--- config.mk ---
export PLATFORM = sky130hd
export DESIGN_NAME = id_ex_stage
export DESIGN_NICKNAME = d
export VERILOG_FILES = /design/src/rtl/id_ex_stage_pkg.sv /design/src/rtl/id_ex_stage_reg_file.sv /design/src/rtl/imm_gen.sv /design/src/rtl/id_ex_stage.sv
export SDC_FILE = /design/constraint.sdc
export NUM_CORES = 2
export LEC_CHECK = 0
export CORE_AREA = 2 2 345 347
export DETAILED_ROUTE_END_ITERATION = 8
export DIE_AREA = 0 0 347 349
export PLACE_DENSITY_LB_ADDON = 0.12
export SYNTH_ARGS = -nofsm -noshare
export SYNTH_HDL_FRONTEND = slang
export SYNTH_SLANG_ARGS = --single-unit
--- constraint.sdc ---
create_clock -name clk -period 3.1 [get_ports clk]
set_input_delay 0.93 -clock clk [delete_from_list [all_inputs] [get_ports clk]]
set_output_delay 0.93 -clock clk [all_outputs]
set_load 0.02 [all_outputs]
--- src/rtl/id_ex_stage_pkg.sv ---
// Shared constants for the ID/EX stage: bubble instruction, immediate formats,
// and register-specifier field positions.
package id_ex_stage_pkg;
  localparam logic [31:0] NOP_INST = 32'h0000_0013;  // addi x0, x0, 0
  localparam int RS1_LSB = 15;
  localparam int RS2_LSB = 20;

  typedef enum logic [3:0] {
    IMM_I = 4'd0,
    IMM_S = 4'd1,
    IMM_B = 4'd2,
    IMM_U = 4'd3,
    IMM_J = 4'd4
  } imm_sel_e;
endpackage

--- src/rtl/id_ex_stage_reg_file.sv ---
// Register file: two combinational read ports, one clocked write port,
// synchronous clear. Entry 0 is never written so it always reads zero.
module reg_file #(
  parameter int XLEN = 32,
  parameter int NREG = 32,
  localparam int RA  = $clog2(NREG)
) (
  input  logic            clk,
  input  logic            rst,
  input  logic            we,
  input  logic [RA-1:0]   waddr,
  input  logic [XLEN-1:0] wdata,
  input  logic [RA-1:0]   raddr1,
  input  logic [RA-1:0]   raddr2,
  output logic [XLEN-1:0] rdata1,
  output logic [XLEN-1:0] rdata2
);
  logic [NREG-1:0][XLEN-1:0] mem_q, mem_d;

  always_comb begin
    mem_d = mem_q;
    if (we && waddr != '0) mem_d[waddr] = wdata;
  end

  always_ff @(posedge clk) begin
    if (rst) mem_q <= '0;
    else     mem_q <= mem_d;
  end

  assign rdata1 = mem_q[raddr1];
  assign rdata2 = mem_q[raddr2];
endmodule

--- src/rtl/imm_gen.sv ---
// RISC-V immediate generator: extracts and sign-extends the immediate for the
// selected instruction format.
module imm_gen
  import id_ex_stage_pkg::*;
#(
  parameter int XLEN = 32
) (
  input  logic [31:0]     inst,
  input  logic [3:0]      imm_sel,
  output logic [XLEN-1:0] imm
);
  logic [31:0] imm32;
  logic        unused_opcode;

  assign unused_opcode = ^inst[6:0];

  always_comb begin
    imm32 = '0;
    case (imm_sel)
      IMM_I: imm32 = 32'($signed(inst[31:20]));
      IMM_S: imm32 = 32'($signed({inst[31:25], inst[11:7]}));
      IMM_B: imm32 = 32'($signed({inst[31], inst[7], inst[30:25], inst[11:8], 1'b0}));
      IMM_U: imm32 = {inst[31:12], 12'h000};
      IMM_J: imm32 = 32'($signed({inst[31], inst[19:12], inst[20], inst[30:21], 1'b0}));
      default: imm32 = '0;
    endcase
  end

  assign imm = XLEN'($signed(imm32));
endmodule

--- src/rtl/id_ex_stage.sv ---
// ID/EX pipeline stage: operand read with EX/MEM/WB bypass, load-use stall
// detection, immediate generation and the registered EX-stage bundle.
module id_ex_stage
  import id_ex_stage_pkg::*;
#(
  parameter int XLEN   = 32,
  parameter int NREG   = 32,
  parameter int FWD_EN = 1,
  localparam int RA    = $clog2(NREG)
) (
  input  logic            clk,
  input  logic            rst,
  input  logic            hold,
  input  logic            flush,
  input  logic [XLEN-1:0] inst_id,
  input  logic [XLEN-1:0] pc_id,
  input  logic            valid_id,
  input  logic [3:0]      imm_sel,
  input  logic            wb_we,
  input  logic [RA-1:0]   wb_rd,
  input  logic [XLEN-1:0] wb_din,
  input  logic            ex_we,
  input  logic            ex_is_load,
  input  logic [RA-1:0]   ex_rd,
  input  logic [XLEN-1:0] ex_result,
  input  logic            mem_we,
  input  logic [RA-1:0]   mem_rd,
  input  logic [XLEN-1:0] mem_result,
  output logic [XLEN-1:0] inst_ex,
  output logic [XLEN-1:0] pc_ex,
  output logic [XLEN-1:0] d1,
  output logic [XLEN-1:0] d2,
  output logic [XLEN-1:0] imm_ex,
  output logic            valid_ex,
  output logic            stall_req
);
  localparam logic [XLEN-1:0] NOP_X = XLEN'(NOP_INST);

  logic [1:0][RA-1:0]   rs;
  logic [1:0][XLEN-1:0] rf_rd, opnd;
  logic [1:0]           ex_hit, mem_hit;
  logic [XLEN-1:0]      imm_id;
  logic                 load_use, raw_nofwd;

  logic [XLEN-1:0] inst_ex_q, inst_ex_d, pc_ex_q, pc_ex_d;
  logic [XLEN-1:0] d1_q, d1_d, d2_q, d2_d, imm_ex_q, imm_ex_d;
  logic            valid_ex_q, valid_ex_d;

  assign rs[0] = inst_id[RS1_LSB +: RA];
  assign rs[1] = inst_id[RS2_LSB +: RA];

  reg_file #(.XLEN(XLEN), .NREG(NREG)) u_rf (
    .clk    (clk),
    .rst    (rst),
    .we     (wb_we),
    .waddr  (wb_rd),
    .wdata  (wb_din),
    .raddr1 (rs[0]),
    .raddr2 (rs[1]),
    .rdata1 (rf_rd[0]),
    .rdata2 (rf_rd[1])
  );

  imm_gen #(.XLEN(XLEN)) u_imm (
    .inst    (inst_id[31:0]),
    .imm_sel (imm_sel),
    .imm     (imm_id)
  );

  // Per-port source select: x0, then youngest producer first.
  always_comb begin
    opnd    = '0;
    ex_hit  = '0;
    mem_hit = '0;
    for (int p = 0; p < 2; p++) begin
      ex_hit[p]  = ex_we  && ex_rd  != '0 && ex_rd  == rs[p];
      mem_hit[p] = mem_we && mem_rd != '0 && mem_rd == rs[p];
      if (rs[p] == '0)                                 opnd[p] = '0;
      else if (FWD_EN != 0 && ex_hit[p] && !ex_is_load) opnd[p] = ex_result;
      else if (FWD_EN != 0 && mem_hit[p])               opnd[p] = mem_result;
      else if (wb_we && wb_rd == rs[p])                 opnd[p] = wb_din;
      else                                              opnd[p] = rf_rd[p];
    end
  end

  // rs2 is matched for every opcode; an occasional needless stall is cheaper than decoding.
  assign load_use  = ex_is_load && |ex_hit;
  assign raw_nofwd = (FWD_EN == 0) && (|ex_hit || |mem_hit);
  assign stall_req = valid_id && (load_use || raw_nofwd);

  always_comb begin
    inst_ex_d  = inst_ex_q;
    pc_ex_d    = pc_ex_q;
    d1_d       = d1_q;
    d2_d       = d2_q;
    imm_ex_d   = imm_ex_q;
    valid_ex_d = valid_ex_q;
    if (flush || (!hold && stall_req)) begin
      inst_ex_d  = NOP_X;
      pc_ex_d    = '0;
      d1_d       = '0;
      d2_d       = '0;
      imm_ex_d   = '0;
      valid_ex_d = 1'b0;
    end else if (!hold) begin
      inst_ex_d  = inst_id;
      pc_ex_d    = pc_id;
      d1_d       = opnd[0];
      d2_d       = opnd[1];
      imm_ex_d   = imm_id;
      valid_ex_d = valid_id;
    end
  end

  always_ff @(posedge clk) begin
    if (rst) begin
      inst_ex_q  <= NOP_X;
      pc_ex_q    <= '0;
      d1_q       <= '0;
      d2_q       <= '0;
      imm_ex_q   <= '0;
      valid_ex_q <= 1'b0;
    end else begin
      inst_ex_q  <= inst_ex_d;
      pc_ex_q    <= pc_ex_d;
      d1_q       <= d1_d;
      d2_q       <= d2_d;
      imm_ex_q   <= imm_ex_d;
      valid_ex_q <= valid_ex_d;
    end
  end

  assign inst_ex  = inst_ex_q;
  assign pc_ex    = pc_ex_q;
  assign d1       = d1_q;
  assign d2       = d2_q;
  assign imm_ex   = imm_ex_q;
  assign valid_ex = valid_ex_q;
endmodule

==> flow_metrics.env <==
export IMPL_die_y_um=349
export IMPL_numCtsBuffers=133
export IMPL_vias=56100
export IMPL_pre_cts_ws_ns=-0.709
export IMPL_synth_top_area_cell="dfxtp_1"
export IMPL_wl_met1_um=90700
export IMPL_critical_path_class="input port to output port"
export IMPL_die_width_um=347
export IMPL_fmax_mhz=325
export IMPL_clk_pin_slew_ns=0.06
export IMPL_via_per_inst=6.46
export IMPL_synth_edff_count=0
export IMPL_route_met3_wl_um=29600
export IMPL_wirelength_um=242000
export IMPL_routed_top_layer="met5"
export IMPL_powerDensity_nw_per_um2=488
export IMPL_hold_violations=0
export IMPL_relSlewSlack=0.220
export IMPL_grt_antenna_before_repair=13
export IMPL_crit_family="simple AND/OR/NAND/NOR gates"
export IMPL_clkLatencyLatePin_ns=0.77
export IMPL_grt_pass1_wl_um=352000
export IMPL_yosysWarnings=0
export IMPL_portBuffers=349
export IMPL_drv_cap=0
export IMPL_syn_inst=6795
export IMPL_fin_ws_ns=0.0239
export IMPL_start_util=0.506
export IMPL_p_leak_nw=24.8
export IMPL_setup_viol=0
export IMPL_syn_area_per_cell_um2=8.74
export IMPL_cts_tree="built"
export IMPL_stdcell_area_um2=72500
export IMPL_clk_path_buf_depth=3
export IMPL_path_buf_inv=2
export IMPL_synth_seq_cells=1185
export IMPL_slew_violations=0
export IMPL_synth_cell_type_count=63
export IMPL_grt_ovfl_total=0
export IMPL_cts_hold_fix_buffers=0
export IMPL_std_cell_rows=126
export IMPL_finalNetCount=7241
export IMPL_fillers=9934
export IMPL_outcome="complete, no violations"
export IMPL_wl_met2_um=108000
export IMPL_cp_start_kind="input port"
export IMPL_power_mw=35.4
export IMPL_drt_iter0_drc=7689
export IMPL_gp_congestion=0.941
export IMPL_min_period_ns=3.08
export IMPL_dpl_cell_area_um2=68000
export IMPL_drive_above_1_share=0.191
export IMPL_yosysMostFrequentCell="nand2_1"
export IMPL_wire_per_inst_um=27.9
export IMPL_grt_pass1_vias=53300
export IMPL_cts_root_buf="clkbuf_16"
export IMPL_clock_sinks=1185
export IMPL_worstMarginPinSlew_ns=1.17
export IMPL_yosysSeqAreaShare=0.399
export IMPL_arrival_ns=2.15
export IMPL_finalCritPeriodShare=0.992
export IMPL_drt_first_pass_iters=8
export IMPL_netlist_area_um2=59400
export IMPL_dieArea_um2=121000
export IMPL_synth_area_top_cells="dfxtp_1, mux4_2, nand2_1"
export IMPL_cp_end_kind="output port"
export IMPL_ys_flop_type="dfxtp_1"
export IMPL_fin_skew_ns=0.0326
export IMPL_cp_slowest_cell="or4_4"
export IMPL_syn_to_final_growth_pct=22.0
export IMPL_htree_levels=4
export IMPL_synth_top_area_share=0.399
export IMPL_min_path_type="flop to flop"
export IMPL_dp_hpwl_um=158000
export IMPL_critical_path_required_ns=2.17
export IMPL_rsz0062_at_grt="no"
export IMPL_crit_fanout=3
export IMPL_pin_count=350
export IMPL_synthTopCellsByCount="nand2_1, dfxtp_1, a21oi_1, clkbuf_1, mux4_2"
export IMPL_async_flop_share=0
export IMPL_max_stage_delay_ns=0.43
export IMPL_core_um2=117000
export IMPL_crit_chain="dlygate4sd2_1 -> or4_4 -> or2_4 -> nand4_4 -> nor2_4 -> buf_6"
export IMPL_track_usage=0.388
export IMPL_grt_max_degree=213
export IMPL_drc=0
export IMPL_synth_nets=6983
export IMPL_drtAntennaViolNets=0
export IMPL_ir_drop_uv=512
==> where the power goes <==
| group | internal [mW] | total (mW) | switching [mW] | leakage, nW |
|---|---|---|---|---|
| Sequential | 15.4 | 15.5 | 0.105 | 9.56 |
| Combinational | 1.45 | 3.82 | 2.36 | 13.1 |
| Clock | 9.43 | 16.1 | 6.64 | 2.15 |
==> through the flow <==
step / cells / hold WS [ns] / utilization / setup TNS [ns]
floorplan: 6795 / 0.440 / - / 0
global placement: 8449 / 0.449 / 0.579 / -29.94
detailed placement: 8449 / 0.454 / 0.579 / -35.32
CTS: 8686 / 0.438 / 0.617 / 0
global route: 8689 / 0.462 / 0.617 / 0
finish: 8693 / 0.463 / 0.617 / 0
==> layout make-up <==
cell class | instances | area (um^2) | area share
multi-input cells | 4875 | 33100 | 0.456
flip-flops and latches | 1185 | 23700 | 0.327
repair buffers | 857 | 9360 | 0.129
inverters | 1 | 3.75 | 0.0000518
clock inverters | 33 | 409 | 0.00565
diodes | 5 | 12.5 | 0.000173
clock buffers | 201 | 3970 | 0.0548
well taps | 1536 | 1920 | 0.0265
==> worst paths after layout <==
| kind | startpoint | end | slack, ns | cells past startpoint |
|---|---|---|---|---|
| setup / recovery | ex_rd[4] | stall_req | 0.02 | 6 |
| hold / removal | inst_ex[4] | inst_ex[4] | 0.46 | 1 |
| setup reg to reg | u_rf.mem_q[247] | d1[23] | 0.81 | 4 |
| hold reg to reg | inst_ex[4] | inst_ex[4] | 0.46 | 1 |
==> cell usage in the layout (no fill, tap or decap), types with 76 or more instances in the layout <==
master,netlist,layout
dfxtp_1,1185,1185
mux4_2,353,353
nand2_1,2103,2092
a21oi_1,1068,1068
clkdlybuf4s50_1,0,331
buf_4,10,349
a211oi_1,84,84
nor2_1,164,132
clkbuf_16,0,139
o22ai_1,76,76
mux2_2,191,191
buf_12,0,164
mux2i_1,283,283
==> kinds of logic (layout without fill, tap and decap cells) <==
kind of cell,count (synthesis),count (layout),share of synthesized area
muxes,827,827,0.218
xor gates and xnor gates,31,31,0.00457
buffers and inverters,735,1092,0.0499
AOI/OAI and AO/OA,1615,1615,0.170
DFF,1185,1185,0.399
other,0,5,0
and+or+nand+nor,2402,2402,0.159
==> what timing repair did <==
action,CTS,global route
buffers inserted,3,2
setup endpoints to repair,1,1
pin swaps,6,3
gates resized for setup,23,1
==> worst register-to-register path: stages (launching register included) <==
cell	delay (ns)
dfxtp_1	0.32
mux4_2	0.46
a211oi_1	0.65
a21oi_1	0.39
a221o_1	0.37
==> sequential cells by signal, summed over array words and instances (netlist names) <==
register / flops
u_rf.mem_q: 1024
d2: 32
valid_ex: 1
pc_ex: 32
d1: 32
inst_ex: 32
imm_ex: 32
==> routing by layer <==
layer,vias to the layer above,track usage
li1,24500,-
met1,27200,0.491
met2,3648,0.594
met3,804,0.112
met4,12,0.221
met5,-,0
Power figures use the tool's default switching activity.
